`src/rtl/bullet_hit_detector.sv`:
```
// bullet_hit_detector
// Receiving end of the time-multiplexed bullet-position bus. Tracks the slot
// index in lockstep with the upstream mux and tests each (x, y) sample
// against the duck hitbox. Hits are latched per slot and reported one at a
// time over a valid/ready handshake. A saturating counter tallies accepted
// reports.
// Optional feature macro: HIT_REARM_EN. When it is defined, each slot must
// leave the box (or go inactive, or see duck_alive low) before it can score
// again.
module bullet_hit_detector #(
   parameter logic [10:0] DUCK_W     = 11'd64,
   parameter logic [9:0]  DUCK_H     = 10'd48,
   parameter logic [2:0]  FIRST_SLOT = 3'd1
) (
   input  logic               clk,
   input  logic               reset,
   input  logic signed [9:0]  bullet_y,
   input  logic signed [10:0] bullet_x,
   input  logic signed [10:0] duck_x,
   input  logic signed [9:0]  duck_y,
   input  logic               duck_alive,
   output logic               hit_valid,
   output logic [2:0]         hit_slot,
   input  logic               hit_ready,
   output logic [7:0]         hit_pending,
   output logic               frame_done,
   output logic [7:0]         hit_count
);

   typedef enum logic {
      ST_IDLE   = 1'b0,
      ST_REPORT = 1'b1
   } state_t;

   state_t      r_state;
   logic        r_warm;
   logic [2:0]  r_slot_cnt;
   logic        r_frame_done;
   logic [7:0]  r_pending;
   logic        r_hit_valid;
   logic [2:0]  r_hit_slot;
   logic [7:0]  r_hit_count;

   // All comparisons happen at 12 bits so box edges near the top of the
   // coordinate range cannot overflow.
   logic signed [11:0] w_bx;
   logic signed [11:0] w_by;
   logic signed [11:0] w_dx;
   logic signed [11:0] w_dy;
   logic signed [11:0] w_dx_end;
   logic signed [11:0] w_dy_end;
   logic               w_in_box;
   logic               w_active;
   logic               w_sampling;
   logic               w_cand;
   logic               w_hit;
   logic               w_ack;
   logic [7:0]         w_set_mask;
   logic [7:0]         w_clr_mask;
   logic [7:0]         w_pending_next;
   logic [2:0]         w_low_idx;

   assign w_bx     = {bullet_x[10], bullet_x};
   assign w_by     = {{2{bullet_y[9]}}, bullet_y};
   assign w_dx     = {duck_x[10], duck_x};
   assign w_dy     = {{2{duck_y[9]}}, duck_y};
   assign w_dx_end = w_dx + $signed({1'b0, DUCK_W});
   assign w_dy_end = w_dy + $signed({2'b00, DUCK_H});

   assign w_in_box = (w_bx >= w_dx) && (w_bx < w_dx_end) &&
                     (w_by >= w_dy) && (w_by < w_dy_end);
   // Negative coordinates mark an empty bullet slot.
   assign w_active   = ~bullet_x[10] & ~bullet_y[9];
   // The first edge out of reset belongs to the warm-up and is discarded.
   assign w_sampling = ~r_warm;
   // Geometric and liveness condition, before any re-arm gating.
   assign w_cand     = w_in_box & w_active & duck_alive;
   assign w_ack      = r_hit_valid & hit_ready;

`ifdef HIT_REARM_EN
   logic [7:0] r_armed;

   assign w_hit = w_sampling & w_cand & r_armed[r_slot_cnt];

   // Disarm a slot when it scores; re-arm it on any non-hitting sample.
   always_ff @(posedge clk) begin
      if (reset) begin
         r_armed <= 8'hFF;
      end else if (w_sampling) begin
         r_armed[r_slot_cnt] <= ~w_cand;
      end
   end
`else
   assign w_hit = w_sampling & w_cand;
`endif

   // Per-slot set/clear masks; a set on the ack edge overrides the clear.
   generate
      for (genvar gi = 0; gi < 8; gi++) begin : g_mask
         assign w_set_mask[gi] = w_hit && (r_slot_cnt == 3'(gi));
         assign w_clr_mask[gi] = w_ack && (r_hit_slot == 3'(gi));
      end
   endgenerate

   assign w_pending_next = (r_pending & ~w_clr_mask) | w_set_mask;

   // Lowest pending slot gets reported first.
   always_comb begin
      w_low_idx = 3'd0;
      for (int i = 7; i >= 0; i--) begin
         if (r_pending[i]) begin
            w_low_idx = 3'(i);
         end
      end
   end

   // Warm-up flag, round-robin slot counter and end-of-frame pulse.
   always_ff @(posedge clk) begin
      if (reset) begin
         r_warm       <= 1'b1;
         r_slot_cnt   <= FIRST_SLOT;
         r_frame_done <= 1'b0;
      end else begin
         r_warm       <= 1'b0;
         r_frame_done <= w_sampling && (r_slot_cnt == 3'd7);
         if (w_sampling) begin
            r_slot_cnt <= r_slot_cnt + 3'd1;
         end
      end
   end

   // Pending-hit mask update.
   always_ff @(posedge clk) begin
      if (reset) begin
         r_pending <= 8'h00;
      end else begin
         r_pending <= w_pending_next;
      end
   end

   // Report FSM: present the lowest pending slot and hold it until accepted.
   always_ff @(posedge clk) begin
      if (reset) begin
         r_state     <= ST_IDLE;
         r_hit_valid <= 1'b0;
         r_hit_slot  <= 3'd0;
         r_hit_count <= 8'd0;
      end else begin
         case (r_state)
            ST_IDLE: begin
               if (r_pending != 8'h00) begin
                  r_hit_slot  <= w_low_idx;
                  r_hit_valid <= 1'b1;
                  r_state     <= ST_REPORT;
               end
            end
            ST_REPORT: begin
               if (hit_ready) begin
                  r_hit_valid <= 1'b0;
                  r_state     <= ST_IDLE;
                  if (r_hit_count != 8'hFF) begin
                     r_hit_count <= r_hit_count + 8'd1;
                  end
               end
            end
            default: begin
               r_state     <= ST_IDLE;
               r_hit_valid <= 1'b0;
            end
         endcase
      end
   end

   assign hit_valid   = r_hit_valid;
   assign hit_slot    = r_hit_slot;
   assign hit_pending = r_pending;
   assign frame_done  = r_frame_done;
   assign hit_count   = r_hit_count;

endmodule

```
`config.mk`:
```
export PLATFORM = sky130hd
export DESIGN_NAME = bullet_hit_detector
export DESIGN_NICKNAME = d
export VERILOG_FILES = /design/src/rtl/bullet_hit_detector.sv
export SDC_FILE = /design/constraint.sdc
export NUM_CORES = 1
export LEC_CHECK = 0
export CORE_AREA = 4 4 71 73
export DETAILED_ROUTE_END_ITERATION = 10
export DIE_AREA = 0 0 75 77
export PLACE_DENSITY_LB_ADDON = 0.2
export SYNTH_ARGS = -nofsm -noshare
export SYNTH_HDL_FRONTEND = slang
export SYNTH_SLANG_ARGS = --single-unit
```
`constraint.sdc`:
```
create_clock -name clk -period 5 [get_ports clk]
set_input_delay 1.25 -clock clk [delete_from_list [all_inputs] [get_ports clk]]
set_output_delay 1.25 -clock clk [all_outputs]
set_load 0.1 [all_outputs]
```
# Word level (Yosys, flattened, before mapping)
# Cells that the tools add are included.
[word_totals]
register_bits = 26
latch_bits = 0
ramBits = 0
romBits = 0
out_inout_bits = 21
word_cells = 86
mem_count = 0
[op_classes]
n_addsub = 4
n_mul = 0
div_mod_pow = 0
n_lt_le_gt_ge = 4
eq_ne = 17
shift = 0
muxes = 15
n_bitwise = 12
reduce_logical = 26
[op_table]
columns = ["operator", "count"]
rows = [
  ["$eq A3 B3 Y1 const B", 8],
  ["$mux W3", 8],
  ["$logic_and A1 B1 Y1", 20],
  ["$add A11 B8 Y12 const B", 1],
  ["$eq A3 B2 Y1 const B", 4],
  ["$lt A11 B12 Y1", 1],
  ["$add A10 B7 Y11 const B", 1],
  ["$ge A11 B11 Y1", 1],
  ["$lt A10 B11 Y1", 1],
  ["$ge A10 B10 Y1", 1],
  ["$add A8 B1 Y8 const B", 1],
  ["$and A8 B8 Y8", 1],
  ["$ne A8 B8 Y1 const B", 1],
  ["$not A8 Y8", 1],
  ["$or A8 B8 Y8", 1],
  ["$reduce_bool A8 Y1", 1],
  ["$eq A3 B1 Y1 const B", 2],
  ["$logic_not A3 Y1", 2],
  ["$and A1 B1 Y1", 5],
  ["$mux W1", 5],
  ["$ne A2 B2 Y1 const B", 2],
  ["$not A1 Y1", 4],
  ["$pmux W1 S2", 2],
  ["$reduce_and A2 Y1", 2],
  ["other kinds (2)", 2],
]

# Logic depth before layout (Yosys ltp)
# Gate-level depths: netlist of the first run.
[depth]
ltp_word = 10
depth_mapped = 10
depth_no_buf = 10

# Worst setup path after synthesis of the first run
# No wires, ideal clock.
[synth_timing]
path_type = "in2reg"
from = "input duck_x[6]"
to = "register r_pending[0] (netlist: hit_pending[0])"
arrival_time_ns = 3.014
t_required_ns = 4.862
setup_slack_ns = 1.848
stages = 9
path_buffers = 0
path_cell_list = "ha_1 > nand3_1 > xnor2_1 > ha_1 > nand4_1 > a2111oi_0 > o41ai_1 > a21oi_1 > o41ai_1"
[synth_via]
elab_chain_len = 10
elab_cells_between_ends = 11
[synth_lines]
columns = ["element", "line_no", "text"]
rows = [
  ["start: declaration", "19", "input logic signed [10:0] duck_x,"],
  ["$add A11 B8 Y12", "67", "assign w_dx_end = w_dx + $signed({1'b0, DUCK_W});"],
  ["$lt A11 B12 Y1", "70", "assign w_in_box = (w_bx >= w_dx) && (w_bx < w_dx_end) &&"],
  ["$logic_and A1 B1 Y1 * (2 in a row)", "70", ""],
  ["$logic_and A1 B1 Y1 *", "71", "(w_by >= w_dy) && (w_by < w_dy_end);"],
  ["$and A1 B1 Y1 * (2 in a row)", "77", "assign w_cand = w_in_box & w_active & duck_alive;"],
  ["$and A1 B1 Y1 *", "94", "assign w_hit = w_sampling & w_cand;"],
  ["$logic_and A1 B1 Y1 *", "100", "assign w_set_mask[gi] = w_hit && (r_slot_cnt == 3'(gi));"],
  ["$or A8 B8 Y8 *", "105", "assign w_pending_next = (r_pending & ~w_clr_mask) | w_set_mask;"],
  ["end signal: assignment", "137", "r_pending <= w_pending_next;"],
  ["end: declaration", "39", "logic [7:0] r_pending;"],
]
# Mark *: on every way between the ends. The rest lies on a longest branch, timed or not.
# A chain may end at the register's enable or synchronous reset.

# Final worst setup path of the first run
[layout_timing]
from = "input duck_x[6]"
to = "register r_pending[2] (netlist: hit_pending[2])"
# Same word-level chain as after synthesis.

==> results.yml, run 1 <==
outcome:
  status: "finished, final reports clean"
setup_path:
  worst_path_max_delay_cell: "clkdlybuf4s50_1"
  critPathMaxStageDelay_ns: 0.53
  critPathLaunchType: "primary input"
  cp-end-kind: "flip-flop"
  crit_chain: "clkdlybuf4s50_1 > ha_1 > nand3_1 > xnor2_1 > ha_1 > nand4_1 > a2111oi_0 > o41ai_1 > a21oi_1 > o41ai_1"
  arrival_ns: 3.83
  crit_type: "primary input to flip-flop"
  cp.depth: 10
  path_buf_inv: 1
  rr_worst_depth: 4
  required_ns: 5.14
  cp_max_fo: 8
  critical_path.top_delay_family: "compound AO/OA/AOI/OAI gates"
synth:
  synth_xor_area_share_pct: 5.441
  yosysSeqAreaShare_pct: 23.10
  async_reset_ff_share_pct: 0
  muxShareOfSynthArea_pct: 0.8884
  synth-simple-area-share_pct: 17.66
  synth_edf_count: 0
  synth_compound_area_share_pct: 22.49
  synth_fa_ha_area_share_pct: 23.88
  syn_area_mm2: 0.002253
  yosys_register_bits: 26
  synth_ff_type: "dfxtp_1"
  ys_warn_count: 0
  netlist_instances: 268
  synth_fp_nets: 357
  yosysUniqueCellTypes: 47
  avgSynthCellArea_um2: 8.408
  synth_top_family_by_area: "adder cells"
timing:
  fmax_mhz: 271.0
  rsz0062_at_grt: "no"
  clock_skew_ns: 0.006210
  drv_slew: 0
  post-route-period-util_pct: 73.80
  period_needed_ns: 3.690
  setup_viol: 0
  hold_violations: 0
  slew_headroom_pct: 33.49
  tightest_slew_ns: 0.9945
  finalSetupTns_ns: 0
worst_hold_path:
  worstHoldPathType: "flip-flop to flip-flop"
  hold_path_depth: 2
placed_design:
  portBuffers: 66
  gp_congestion: 0.8286
  dpl.hpwl_mm: 4.328
  dpl_cell_area_mm2: 0.002978
power_and_ir_drop:
  powerDensity_mw_per_mm2: 165.9
  peakVddDrop_v: 0.0001550
  p_leak_nw: 1.277
grt:
  grt_util_met3_pct: 3.399
  grt_max_degree: 19
  grtUsageMet1_pct: 22.35
  grt_pass1_wl_mm: 8.556
  overflow: 0
  busiest_layer: "met2"
  grt_pass1_vias: 2031
  antenna_found_initial: 0
  use_met2_pct: 31.79
  globalRouteTotalUtil_pct: 17.98
finish:
  layout_common_cells: "clkdlybuf4s50_1 (66), ha_1 (43), inv_1 (36), dfxtp_1 (26), nor2_1 (20)"
  nNetsFinal: 427
  fin_area_mm2: 0.003033
  final_common_cell: "clkdlybuf4s50_1"
  diodes: 0
  synthToLayoutAreaGrowth_pct: 34.59
  layout-drive-gt1-share_pct: 2.671
route:
  wl_per_cell_um: 13.07
  via_per_inst: 5.452
  wl_mm: 5.083
  vias: 2121
  ant_nets: 0
  drt_iter0_drc: 152
  drc: 0
  first_pass_iters: 4
floorplanning:
  initial_core_util_pct: 51.75
  die_area_mm2: 0.005775
  fp.dieW_um: 75
  io_pins: 67
  core-area_mm2: 0.004354
  die_h_um: 77
  row_count: 24
clocking:
  clk_latency_ns: 0.27
  cts_buffers: 3
  clock_sinks: 26
  cts.clk_slew.worst_paths_ns: 0.09
  cts_hold_buf: 0
  root_buffer: "clkbuf_8"
  cts-resized-gates: 0
  cts_tree: "yes"
  cts_max_level: 1
  postCtsSetupRepairBufs: 0
  clockBufferDepth: 2
flow_run:
  drv_cap: 0
[Yosys cell counts (3+ instances only)]
| cell | number | area (um2) |
|---|---|---|
| a21o_1 | 6 | 45.04 |
| ha_1 | 43 | 538.0 |
| xor2_1 | 3 | 26.28 |
| nand2_1 | 14 | 52.55 |
| o41ai_1 | 9 | 78.83 |
| o211ai_1 | 9 | 67.56 |
| nor2_1 | 20 | 75.07 |
| o21ai_0 | 8 | 40.04 |
| and4_1 | 3 | 26.28 |
| a21oi_1 | 15 | 75.07 |
| nor3_1 | 6 | 30.03 |
| nor2b_1 | 5 | 31.28 |
| o311ai_0 | 3 | 26.28 |
| nand2b_1 | 5 | 31.28 |
| inv_1 | 36 | 135.1 |
| nand3_1 | 9 | 45.04 |
| xnor2_1 | 11 | 96.34 |
| dfxtp_1 | 26 | 520.5 |
[tightest hold or removal path, delay by kind of cell, from the launching register on]
family,cells,cell delay (ns)
AOI/OAI and AO/OA,1,0.06
and+or+nand+nor,1,0.07
DFF,1,0.34
[power by group]
group | internal [W] | total (W) | switching (W)
clock network | 0.0000704 | 0.000134 | 0.0000641
logic | 0.0000795 | 0.000154 | 0.0000745
registers | 0.000210 | 0.000215 | 0.00000440
total | 0.000360 | 0.000503 | 0.000143
[sequential cells by signal (all words and copies together) (netlist names)]
register,flops
frame_done,1
hit_count,8
hit_pending,8
hit_slot,3
hit_valid,1
r_slot_cnt,3
r_state,1
r_warm,1
[path summary, 6_finish.rpt]
check                                            start                        end  slack, ns
worst max-delay path                         duck_x[6]  hit_pending[2]$_SDFF_PP0_       1.31
worst min register to register  hit_valid$_SDFFE_PP0P_     hit_valid$_SDFFE_PP0P_       0.52
worst max register to register          r_warm$_DFF_P_  hit_pending[2]$_SDFF_PP0_       3.03
worst min-delay path            hit_valid$_SDFFE_PP0P_     hit_valid$_SDFFE_PP0P_       0.52
[metrics by stage]
stage	setup slack, ns	total power, W	hold WS, ns	util, %	cells
6_report	1.310	0.0005031	0.5156	69.66	389
5_1_grt	1.047	0.0005354	0.5510	69.66	389
4_1_cts	1.299	0.0005049	0.5174	69.66	389
3_5_place_dp	1.017	0.0003734	0.5029	68.39	385
3_3_place_gp	1.101	0.0003689	0.4990	68.39	385
2_1_floorplan	1.848	0.0003100	0.4870	-	268
[cell type report]
type                            count  area (um2)
Fill cell                         360        1321
Sequential cell                    26       520.5
Inverter                           37       138.9
Multi-Input combinational cell    203        1585
Timing Repair Buffer               67       668.1
Tap cell                           52       65.06
Clock buffer                        4       55.05
[routing by layer]
metal | part of all wire [%] | up-vias
li1 | - | 1117
met1 | 45 | 954
met2 | 49 | 44
met3 | 5.4 | 6
met4 | 0.73 | 0
met5 | 0 | -
[cell families (layout without fill, tap and decap cells)]
group | count (synthesis) | in the layout
simple gates | 76 | 76
fa+ha+maj | 43 | 43
flops | 26 | 26
compound gates | 68 | 68
mux | 2 | 2
buf+inv | 39 | 108
xor+xnor | 14 | 14
(Power assumes the default switching activity.)
==> run 2, diff against run 1 <==
--- a/config.mk
+++ b/config.mk
@@ -5,9 +5,9 @@
 export SDC_FILE = /design/constraint.sdc
 export NUM_CORES = 1
 export LEC_CHECK = 0
-export CORE_AREA = 4 4 71 73
+export CORE_AREA = 4 4 74 76
 export DETAILED_ROUTE_END_ITERATION = 10
-export DIE_AREA = 0 0 75 77
+export DIE_AREA = 0 0 78 80
 export PLACE_DENSITY_LB_ADDON = 0.2
 export SYNTH_ARGS = -nofsm -noshare
 export SYNTH_HDL_FRONTEND = slang
==> constraint.sdc (replaced) <==
create_clock -name clk -period 3.47 [get_ports clk]
set_input_delay 0.8675 -clock clk [delete_from_list [all_inputs] [get_ports clk]]
set_output_delay 0.8675 -clock clk [all_outputs]
set_load 0.1 [all_outputs]
==> run 2 against run 1 <==
Net effect:
- final area down 0.37%
- largest power group unchanged
- hold slack better by 0.0028 ns
- highest routed layer unchanged
- global-route usage down 0.92 points
- largest cell class unchanged
- register-to-register slack worse by 1.5 ns
==> results.yml, run 2 (synthesis results as in run 1) <==
finish:
  final_common_cell: "clkdlybuf4s50_1"
  diodes: 0
  layout.cells.non_filler: 407
  synthToLayoutAreaGrowth_pct: 34.09
  nNetsFinal: 430
  layout_common_cells: "clkdlybuf4s50_1 (45), ha_1 (43), inv_1 (36), dfxtp_1 (26), buf_4 (25)"
  layout-drive-gt1-share_pct: 9.706
setup_path:
  required_ns: 3.64
  critPathLaunchType: "primary input"
  r2r-end: "hit_pending[2]$_SDFF_PP0_"
  cp-end-kind: "flip-flop"
  worst_path_max_delay_cell: "clkdlybuf4s50_1"
  crit_type: "primary input to flip-flop"
  cp_max_fo: 8
  regToRegSetupSlack_ns: 1.49
  critPathMaxStageDelay_ns: 0.49
  arrival_ns: 3.39
  cp_common_cell: "ha_1"
  rr_worst_depth: 4
  crit_chain: "clkdlybuf4s50_1 > inv_1 > ha_1 > nor3_1 > xnor2_1 > ha_1 > a211oi_1 > a21oi_1 > a2111oi_4 > o211ai_4 > o41ai_1"
  r2r_start: "r_warm$_DFF_P_"
timing:
  post-route-period-util_pct: 92.78
  period_needed_ns: 3.220
  finalSetupTns_ns: 0
  drv_slew: 0
  fmax_mhz: 310.6
  clock_skew_ns: 0.006060
  rsz0062_at_grt: "no"
  finalWorstSetupSlack_ns: 0.2504
  tightest_slew_ns: 0.5823
  hold_violations: 0
  slew_headroom_pct: 60.82
  setup_viol: 0
floorplanning:
  core-area_mm2: 0.004723
  io_pins: 67
  row_count: 25
  die_area_mm2: 0.006240
  die_h_um: 80
  fp.dieW_um: 78
  initial_core_util_pct: 47.71
clocking:
  cts_hold_buf: 0
  cts.clk_slew.worst_paths_ns: 0.09
  cts_max_level: 1
  postCtsSetupRepairBufs: 0
  root_buffer: "clkbuf_8"
  cts-resized-gates: 0
  clk_latency_ns: 0.27
  clock_sinks: 26
  cts_tree: "yes"
  clockBufferDepth: 2
  cts_buffers: 3
route:
  drc: 0
  wl_mm: 5.300
  vias: 2145
  ant_nets: 0
  via_per_inst: 5.270
  wl_per_cell_um: 13.02
  drt_iter0_drc: 129
  first_pass_iters: 4
flow_run:
  drv_cap: 0
grt:
  overflow: 0
  grt_pass1_vias: 2082
  antenna_found_initial: 0
  grt_max_degree: 18
  globalRouteTotalUtil_pct: 17.06
  grt_pass1_wl_mm: 8.845
worst_hold_path:
  min_to: "hit_valid$_SDFFE_PP0P_"
  min_from: "hit_valid$_SDFFE_PP0P_"
  hold_path_depth: 2
  worstHoldPathType: "flip-flop to flip-flop"
placed_design:
  gp_congestion: 0.8034
  dpl.hpwl_mm: 4.471
  portBuffers: 66
  place_ws_ns: 0.01699
  dp.cells: 403
outcome:
  status: "finished, final reports clean"
power_and_ir_drop:
  p_leak_nw: 1.335
  peakVddDrop_v: 0.0001597
  powerDensity_mw_per_mm2: 243.3
-- run 2: report_power, final --
group | leakage, nW | switching [W] | internal (W)
sequential | 0.210 | 0.00000614 | 0.000303
combinational | 1.10 | 0.000110 | 0.000119
clock | 0.0288 | 0.0000958 | 0.000102
total | 1.33 | 0.000211 | 0.000524
-- run 2: critical path, delay by kind of cell --
kind | cells | cell delay, ns
adder cells (fa/ha/maj) | 2 | 0.44
AO/OA/AOI/OAI | 5 | 1.20
buffers and inverters | 2 | 0.57
AND/OR/NAND/NOR | 1 | 0.20
XOR/XNOR | 1 | 0.11
-- run 2: through the flow --
step	hold slack [ns]	cell area (um2)	util [%]	power [W]
floorplan	0.4870	2253	-	0.0004467
global route	0.5460	3022	63.97	0.0007848
CTS	0.5206	3022	63.97	0.0007404
finish	0.5184	3022	63.97	0.0007350
detailed placement	0.5055	2967	62.81	0.0005452
global placement	0.4967	2967	62.81	0.0005378
-- run 2: worst max-delay path by stage --
stage / to / depth (start not counted) / slack (ns) / start
after floorplan: hit_pending[0]$_SDFF_PP0_ / 9 / 0.70 / duck_x[6]
after global placement: hit_pending[0]$_SDFF_PP0_ / 11 / 0.1 / duck_y[4]
after detailed placement: hit_pending[6]$_SDFF_PP0_ / 11 / 0.02 / duck_y[4]
after CTS: hit_pending[2]$_SDFF_PP0_ / 11 / 0.30 / duck_y[4]
after global routing: hit_pending[6]$_SDFF_PP0_ / 11 / 0.08 / duck_y[4]
final: hit_pending[2]$_SDFF_PP0_ / 11 / 0.25 / duck_y[4]
-- run 2: layout make-up --
cell class	count	area, um2
clock buffers	4	55.05
fillers	441	1702
inverters	37	138.9
multi-input cells	203	1585
flip-flops and latches	26	520.5
well taps	67	83.83
repair buffers	70	638.1
-- run 2: per-layer routing --
metal / track usage (%) / wire length, um
met5: 0 / 0
met2: 32.19 / 2596
met4: 2.622 / 35
met1: 20.19 / 2423
met3: 3.386 / 245
